File: src/rtl/seq_pkg.sv
// ---------------------------------------------------------------------------
// seq_pkg
//  Shared definitions for the calculator instruction sequencer: default
//  widths, opcode constants, the sequencer state enum and the bit positions
//  of each field inside the 8-bit instruction word.
//
//  Instruction word layout: {op[1:0], ra[1:0], f3[1:0], f2[1:0]}
//    immd = {f3, f2}, rb = f3, rc = f2
// ---------------------------------------------------------------------------
package seq_pkg;

  localparam int SEQ_DW = 8;   // register / data width
  localparam int SEQ_AW = 2;   // register address width (fixed by encoding)

  localparam logic [1:0] OP_PUSH = 2'b00;
  localparam logic [1:0] OP_ADD  = 2'b01;
  localparam logic [1:0] OP_MULT = 2'b10;
  localparam logic [1:0] OP_SEND = 2'b11;

  // Field slices of inst_wd
  localparam int OP_HI = 7;
  localparam int OP_LO = 6;
  localparam int RA_HI = 5;
  localparam int RA_LO = 4;
  localparam int F3_HI = 3;
  localparam int F3_LO = 2;
  localparam int F2_HI = 1;
  localparam int F2_LO = 0;

  typedef enum logic [1:0] {
    ST_IDLE = 2'd0,  // waiting for an instruction, inst_rdy high
    ST_WB   = 2'd1,  // register write-back, retire
    ST_MUL  = 2'd2,  // multiplier iterating
    ST_TX   = 2'd3   // presenting a byte to the UART
  } seq_state_e;

endpackage

File: src/rtl/seq_mul.sv
// ---------------------------------------------------------------------------
// seq_mul
//  Iterative shift-add multiplier. A start pulse loads the operands; the
//  unit then runs exactly DW iterations (no early exit when the multiplier
//  runs out of set bits) and keeps only the low DW bits of the product.
//
//  Ports
//    clk    in   clock, rising edge
//    rst_n  in   asynchronous active-low reset
//    start  in   one-cycle pulse: load a, b and begin
//    a      in   DW  multiplicand
//    b      in   DW  multiplier
//    done   out  high during the final iteration cycle; prod holds the
//                finished product from the following cycle on
//    prod   out  DW  accumulator (low DW bits of a*b once finished)
// ---------------------------------------------------------------------------
module seq_mul #(
  parameter int DW = 8
) (
  input  logic          clk,
  input  logic          rst_n,
  input  logic          start,
  input  logic [DW-1:0] a,
  input  logic [DW-1:0] b,
  output logic          done,
  output logic [DW-1:0] prod
);

  localparam int CW = (DW > 1) ? $clog2(DW) : 1;

  logic          busy;
  logic [CW-1:0] cnt;
  logic [DW-1:0] mcand;
  logic [DW-1:0] mplr;
  logic [DW-1:0] acc;

  // The last iteration is the one with cnt == DW-1; signalling it one cycle
  // early lets the controller step to write-back on the same edge that
  // produces the final accumulator value.
  assign done = busy && (cnt == CW'(DW - 1));
  assign prod = acc;

  always_ff @(posedge clk or negedge rst_n) begin
    if (!rst_n) begin
      busy  <= 1'b0;
      cnt   <= '0;
      mcand <= '0;
      mplr  <= '0;
      acc   <= '0;
    end else if (start) begin
      busy  <= 1'b1;
      cnt   <= '0;
      mcand <= a;
      mplr  <= b;
      acc   <= '0;
    end else if (busy) begin
      if (mplr[0]) begin
        acc <= acc + mcand;
      end
      // Bits shifted out of mcand only affect discarded upper product bits.
      mcand <= mcand << 1;
      mplr  <= mplr >> 1;
      if (done) begin
        busy <= 1'b0;
        cnt  <= '0;
      end else begin
        cnt <= cnt + 1'b1;
      end
    end
  end

endmodule

File: src/rtl/seq_ctrl.sv
// ---------------------------------------------------------------------------
// seq_ctrl
//  Instruction sequencer for the 4-register calculator datapath. Accepts one
//  decoded instruction word per inst_vld pulse, executes PUSH / ADD / MULT /
//  SEND, owns the register file and drives the led value and the UART byte
//  handshake.
//
//  Handshakes:
//    inst_vld/inst_rdy : an instruction transfers on a rising edge where both
//                        are high. inst_rdy is high only in IDLE; a pulse while
//                        inst_rdy is low is dropped, never queued.
//    tx_vld/tx_rdy     : a byte transfers on a rising edge where both are high.
//                        Once raised, tx_vld stays high and tx_data stays
//                        stable until that transfer.
//
//  Ports
//    clk        in   clock, rising edge
//    rst_n      in   asynchronous active-low reset
//    inst_vld   in   instruction valid pulse
//    inst_wd    in   8   {op, ra, f3, f2}
//    inst_rdy   out  high only in IDLE
//    inst_done  out  one-cycle pulse when the accepted instruction retires
//    tx_vld     out  UART byte valid
//    tx_data    out  DW  rf[ra] captured when SEND was accepted
//    tx_rdy     in   UART transmitter ready
//    led        out  DW  value of the most recent register write-back
//    dbg_state  out  current sequencer state
// ---------------------------------------------------------------------------
module seq_ctrl
  import seq_pkg::*;
#(
  parameter int DW = SEQ_DW,
  parameter int AW = SEQ_AW
) (
  input  logic          clk,
  input  logic          rst_n,
  input  logic          inst_vld,
  input  logic [7:0]    inst_wd,
  output logic          inst_rdy,
  output logic          inst_done,
  output logic          tx_vld,
  output logic [DW-1:0] tx_data,
  input  logic          tx_rdy,
  output logic [DW-1:0] led,
  output seq_state_e    dbg_state
);

  localparam int NREG = 1 << AW;

  seq_state_e state;
  seq_state_e state_nxt;

  logic [DW-1:0] rf [NREG];

  // Decoded fields of the word currently on inst_wd
  logic [1:0]    op_w;
  logic [AW-1:0] ra_w;
  logic [AW-1:0] rb_w;
  logic [AW-1:0] rc_w;
  logic [DW-1:0] immd_w;

  // Instruction context captured at accept
  logic [1:0]    op_q;
  logic [AW-1:0] ra_q;
  logic [DW-1:0] res_q;

  logic          accept;
  logic          mul_start;
  logic          mul_done;
  logic [DW-1:0] mul_prod;
  logic [DW-1:0] wb_val;

  assign op_w   = inst_wd[OP_HI:OP_LO];
  assign ra_w   = inst_wd[RA_HI:RA_LO];
  assign rb_w   = inst_wd[F3_HI:F3_LO];
  assign rc_w   = inst_wd[F2_HI:F2_LO];
  assign immd_w = DW'(inst_wd[F3_HI:F2_LO]);

  assign dbg_state = state;

  // ---------------------------------------------------------------------
  // FSM: state register
  // ---------------------------------------------------------------------
  always_ff @(posedge clk or negedge rst_n) begin
    if (!rst_n) begin
      state <= ST_IDLE;
    end else begin
      state <= state_nxt;
    end
  end

  // ---------------------------------------------------------------------
  // FSM: next state and handshake outputs
  // ---------------------------------------------------------------------
  always_comb begin
    state_nxt = state;
    inst_rdy  = 1'b0;
    inst_done = 1'b0;
    tx_vld    = 1'b0;
    accept    = 1'b0;
    case (state)
      ST_IDLE: begin
        inst_rdy = 1'b1;
        if (inst_vld) begin
          accept = 1'b1;
          case (op_w)
            OP_MULT: state_nxt = ST_MUL;
            OP_SEND: state_nxt = ST_TX;
            default: state_nxt = ST_WB;
          endcase
        end
      end
      ST_WB: begin
        inst_done = 1'b1;
        state_nxt = ST_IDLE;
      end
      ST_MUL: begin
        if (mul_done) begin
          state_nxt = ST_WB;
        end
      end
      ST_TX: begin
        tx_vld = 1'b1;
        if (tx_rdy) begin
          inst_done = 1'b1;
          state_nxt = ST_IDLE;
        end
      end
      default: state_nxt = ST_IDLE;
    endcase
  end

  assign mul_start = accept && (op_w == OP_MULT);

  // Operands come straight from the register file at the accept edge, so a
  // destination that aliases a source still sees the old value.
  seq_mul #(
    .DW (DW)
  ) u_mul (
    .clk   (clk),
    .rst_n (rst_n),
    .start (mul_start),
    .a     (rf[rb_w]),
    .b     (rf[rc_w]),
    .done  (mul_done),
    .prod  (mul_prod)
  );

  assign wb_val = (op_q == OP_MULT) ? mul_prod : res_q;

  // ---------------------------------------------------------------------
  // Datapath: instruction capture, register file, led, UART byte
  // ---------------------------------------------------------------------
  always_ff @(posedge clk or negedge rst_n) begin
    if (!rst_n) begin
      op_q    <= OP_PUSH;
      ra_q    <= '0;
      res_q   <= '0;
      tx_data <= '0;
      led     <= '0;
      for (int i = 0; i < NREG; i++) begin
        rf[i] <= '0;
      end
    end else begin
      if (accept) begin
        op_q <= op_w;
        ra_q <= ra_w;
        case (op_w)
          OP_PUSH: res_q   <= immd_w;
          OP_ADD:  res_q   <= rf[rb_w] + rf[rc_w];
          OP_SEND: tx_data <= rf[ra_w];
          default: ;
        endcase
      end
      if (state == ST_WB) begin
        rf[ra_q] <= wb_val;
        led      <= wb_val;
      end
    end
  end

endmodule

File: config.mk
export PLATFORM = sky130hd
export DESIGN_NAME = seq_ctrl
export DESIGN_NICKNAME = d
export VERILOG_FILES = /design/src/rtl/seq_pkg.sv /design/src/rtl/seq_mul.sv /design/src/rtl/seq_ctrl.sv
export SDC_FILE = /design/constraint.sdc
export NUM_CORES = 1
export LEC_CHECK = 0
export ABC_AREA = 1
export CORE_MARGIN = 2
export CORE_UTILIZATION = 55
export DETAILED_ROUTE_END_ITERATION = 8
export PLACE_DENSITY = 0.85
export SYNTH_ARGS = -nofsm -noshare
export SYNTH_HDL_FRONTEND = slang
export SYNTH_SLANG_ARGS = --single-unit
File: constraint.sdc
create_clock -name clk -period 5.7 [get_ports clk]
set_input_delay 1.14 -clock clk [delete_from_list [all_inputs] [get_ports clk]]
set_output_delay 1.14 -clock clk [all_outputs]
set_load 0.02 [all_outputs]
==> key figures <==
GRT
  • Initial antenna violation count: 0
  • Vias in the first global route: around 4200
  • Wire length of the first global-routing pass: 20.2 mm
  • Total grt overflow: 0
  • Pin count of the biggest net entering global routing: 55
  • Global-route usage over all layers: 25.4%

Route
  • Via count: 4504
  • 1st-pass router iterations: 5
  • Number of nets still failing antenna checks after routing: 0
  • Number of vias per cell after detailed routing: ~5.7
  • Total wire length after detailed routing: approximately 12 mm
  • Detail-routed net length per standard cell: 15.3 um
  • Drt first-iter violations: 276
  • Post-route DRC violation count: 0

Final layout
  • Ant diodes: 0
  • Layout Nets: 703
  • Non-Filler Instances: 789
  • Final design utilization: 61.8%
  • Filler instances: 770
  • Proportion of layout cells with a drive suffix above 1: 7.37%
  • Layout area overhead: 10.5%
  • Area occupied by multi-input gates: 2490 um^2
  • Storage element area: 2250 um^2

Critical path
  • Class of the most critical setup path: primary input to flip-flop
  • Crit-path max cell delay: 0.68 ns
  • Sort of element at the end of the critical path: flip-flop
  • Critical path launch point type: primary input
  • Peak fanout along the critical path: 17
  • Slowest-stage cell, CP: sky130_fd_sc_hd__clkdlybuf4s50_1
  • Worst EP required: 5.96 ns
  • Worst endpoint data arrival time: 3.86 ns
  • Ordered list of cells on the worst path: clkdlybuf4s50_1 -> inv_2 -> nand2_1 -> a32oi_1 -> inv_1 -> fa_1 -> o21ai_0 -> nand2_1 -> nand2_1 -> nand2_1 -> nand3_1 -> nand2_1
  • Top cell by count, worst path: sky130_fd_sc_hd__nand2_1

Min path
  • Kind of path behind the tightest hold check: flip-flop to flip-flop

Logic synthesis
  • Synth top cells by count: 153 x sky130_fd_sc_hd__nand2_1, 90 x sky130_fd_sc_hd__dfrtp_1, 81 x sky130_fd_sc_hd__o21ai_0, 72 x sky130_fd_sc_hd__nor2_1, 54 x sky130_fd_sc_hd__inv_1
  • #FFs+latches synth: 90
  • Number of enable flip-flop cells after synthesis: 0
  • Synth Warn #: 0
  • Count of mapped cells out of synthesis: around 650
  • Top-count cell post-synth: sky130_fd_sc_hd__nand2_1
  • Cell types with the largest area share after synthesis: sky130_fd_sc_hd__dfrtp_1 44%, sky130_fd_sc_hd__nand2_1 11%, sky130_fd_sc_hd__o21ai_0 7.9%
  • Main flop type after synthesis: sky130_fd_sc_hd__dfrtp_1
  • Cell area after synthesis: 5120 um^2
  • Synthesized Nets: 683
  • Mean cell area of the mapped netlist: 7.84 um^2
  • Distinct cells, synth: 32
  • Proportion of register bits with asynchronous set or reset after synthesis: 100%
  • Fraction of the yosys area taken by sequential cells: 44.0%
  • Area share of the largest cell type after synthesis: about 44%
  • Top cell type by total area after synthesis: sky130_fd_sc_hd__dfrtp_1

Die
  • Area of the core region: a little over 9000 um^2
  • Starting utilization of the core area: approximately 56%
  • Io pins: 33
  • Standard-cell row count: 35
  • Chip Height: 100 um
  • Total die area: 10100 um^2
  • Die X-Extent: around 100 um

STA
  • Hold Violations, Final: 0
  • Number of slew-limit violations in the final report: 0
  • Total negative setup slack: 0 ns
  • Final Skew: 0.0103 ns
  • Slew @ Worst Pin: 0.690 ns
  • Worst relative slew slack: 54.0%
  • Unrepaired setup endpoints after global routing: false
  • Worst hold-check slack: approximately 0.49 ns
  • Final setup violation count: 0
  • Fraction of the cycle the final worst path needs: a little over three fifths
  • Highest Clock Rate: 0.278 GHz
  • Final critical-path required period: 3.60 ns

Clock tree
  • Clock buffer count from CTS: 9
  • Post-cts sizing count: 0
  • Clock buffer depth: 2
  • Hold bufs inserted after CTS: 0
  • Clock-pin slew of the registers on the worst-case setup and hold paths: about 0.10 ns
  • Clock latency on the worst-skew pair: 0.37 ns
  • CTS tree: done
  • TritonCTS Sinks: 90
  • Setup bufs post-CTS: 0
  • # H-tree levels: 3
  • Buffer cell driving the clock tree root: sky130_fd_sc_hd__clkbuf_8

Flow run
  • Count of max-cap constraint violations: 0

Pwr
  • Worst VDD drop: 0.000345 V
  • PD cells: around 570 nW/um^2
  • Post-route total power: approximately 3200 uW
  • Static Leakage: 0.00272 uW

Status
  • Run status: completed

Placed design
  • DP HPWL: slightly above 9 mm
  • Buffers added on ports: 32
  • Routability cong.: 0.950
  • Post-placement cell count: 773
[per-layer routing]
metal	wire length [um]	vias up	global-route usage, %
met5	0	-	0
met2	5870	157	41.7
met4	209	0	7.27
li1	-	2196	-
met1	5210	2124	34.2
met3	771	27	5.62
[stage by stage]
step | cell area (um^2) | setup WS, ns
after floorplan | 5120 | 2.65
after global placement | 5440 | 1.92
after detailed placement | 5440 | 1.77
after CTS | 5660 | 2.12
after global routing | 5660 | 1.88
final | 5660 | 2.10
[cell type report]
| type | instances | area share [%] |
|---|---|---|
| multi-input cells | 476 | 44.0 |
| flip-flops and latches | 90 | 39.8 |
| repair buffers | 34 | 5.88 |
| inverters | 62 | 4.11 |
| well taps | 111 | 2.45 |
| clock buffers | 9 | 2.19 |
| clock inverters | 7 | 1.59 |
[final timing paths]
path | slack [ns] | startpoint | depth (start not counted) | to
max | 2.10 | inst_wd[2] | 12 | res_q[6]
min | 0.49 | op_q[0] | 2 | op_q[0]
max reg2reg | 3.41 | rf[8] | 13 | res_q[6]
min reg2reg | 0.49 | op_q[0] | 2 | op_q[0]
max in group asynchronous | 3.94 | rst_n | 2 | rf[28]
min in group asynchronous | 0.71 | rst_n | 1 | u_mul.prod[7]
[power breakdown]
| group | total [uW] | switching, uW | internal, uW |
|---|---|---|---|
| clock | 471 | 255 | 216 |
| sequential | 1240 | 302 | 938 |
| combinational | 1510 | 910 | 603 |
[cells by family after synthesis]
family / share of synthesized area, %
adder cells (fa/ha/maj): 4.69
XOR/XNOR: 1.20
AND/OR/NAND/NOR: 22.9
buffers and inverters: 7.43
AO/OA/AOI/OAI: 18.5
flip-flops: 44.0
multiplexers: 1.32
[state kept, by name, summed over array words and instances, names as in the netlist, 3 cells and up]
register     count
led              8
u_mul.mcand      8
res_q            8
rf              32
u_mul.cnt        3
tx_data          8
u_mul.prod       8
u_mul.mplr       8
[worst max-delay path, delay by kind of cell]
family,cells,cell delay (ns)
fa+ha+maj,1,0.43
simple gates,6,0.48
compound gates,2,0.68
buf+inv,3,1.13
[cells in the final DEF, fill, tap and decap left out, types with 2 or more instances in the layout]
cell type,n
sky130_fd_sc_hd__buf_4,3
sky130_fd_sc_hd__clkdlybuf4s50_1,31
sky130_fd_sc_hd__nand3b_1,3
sky130_fd_sc_hd__mux2i_4,3
sky130_fd_sc_hd__inv_6,2
sky130_fd_sc_hd__nor3_4,4
sky130_fd_sc_hd__a32oi_1,2
sky130_fd_sc_hd__clkbuf_8,9
sky130_fd_sc_hd__nand2_2,2
sky130_fd_sc_hd__o211ai_1,9
sky130_fd_sc_hd__o21ai_1,10
sky130_fd_sc_hd__o21ai_0,81
sky130_fd_sc_hd__a21oi_1,43
sky130_fd_sc_hd__nand3_1,31
sky130_fd_sc_hd__fa_1,2
sky130_fd_sc_hd__nand2_1,153
sky130_fd_sc_hd__inv_2,8
sky130_fd_sc_hd__a21oi_2,5
sky130_fd_sc_hd__nor2_1,72
sky130_fd_sc_hd__xnor2_1,6
sky130_fd_sc_hd__inv_8,3
sky130_fd_sc_hd__nor2_2,6
sky130_fd_sc_hd__ha_1,16
sky130_fd_sc_hd__inv_1,54
sky130_fd_sc_hd__o22ai_1,21
sky130_fd_sc_hd__dfrtp_1,90
(Power assumes the default switching activity.)
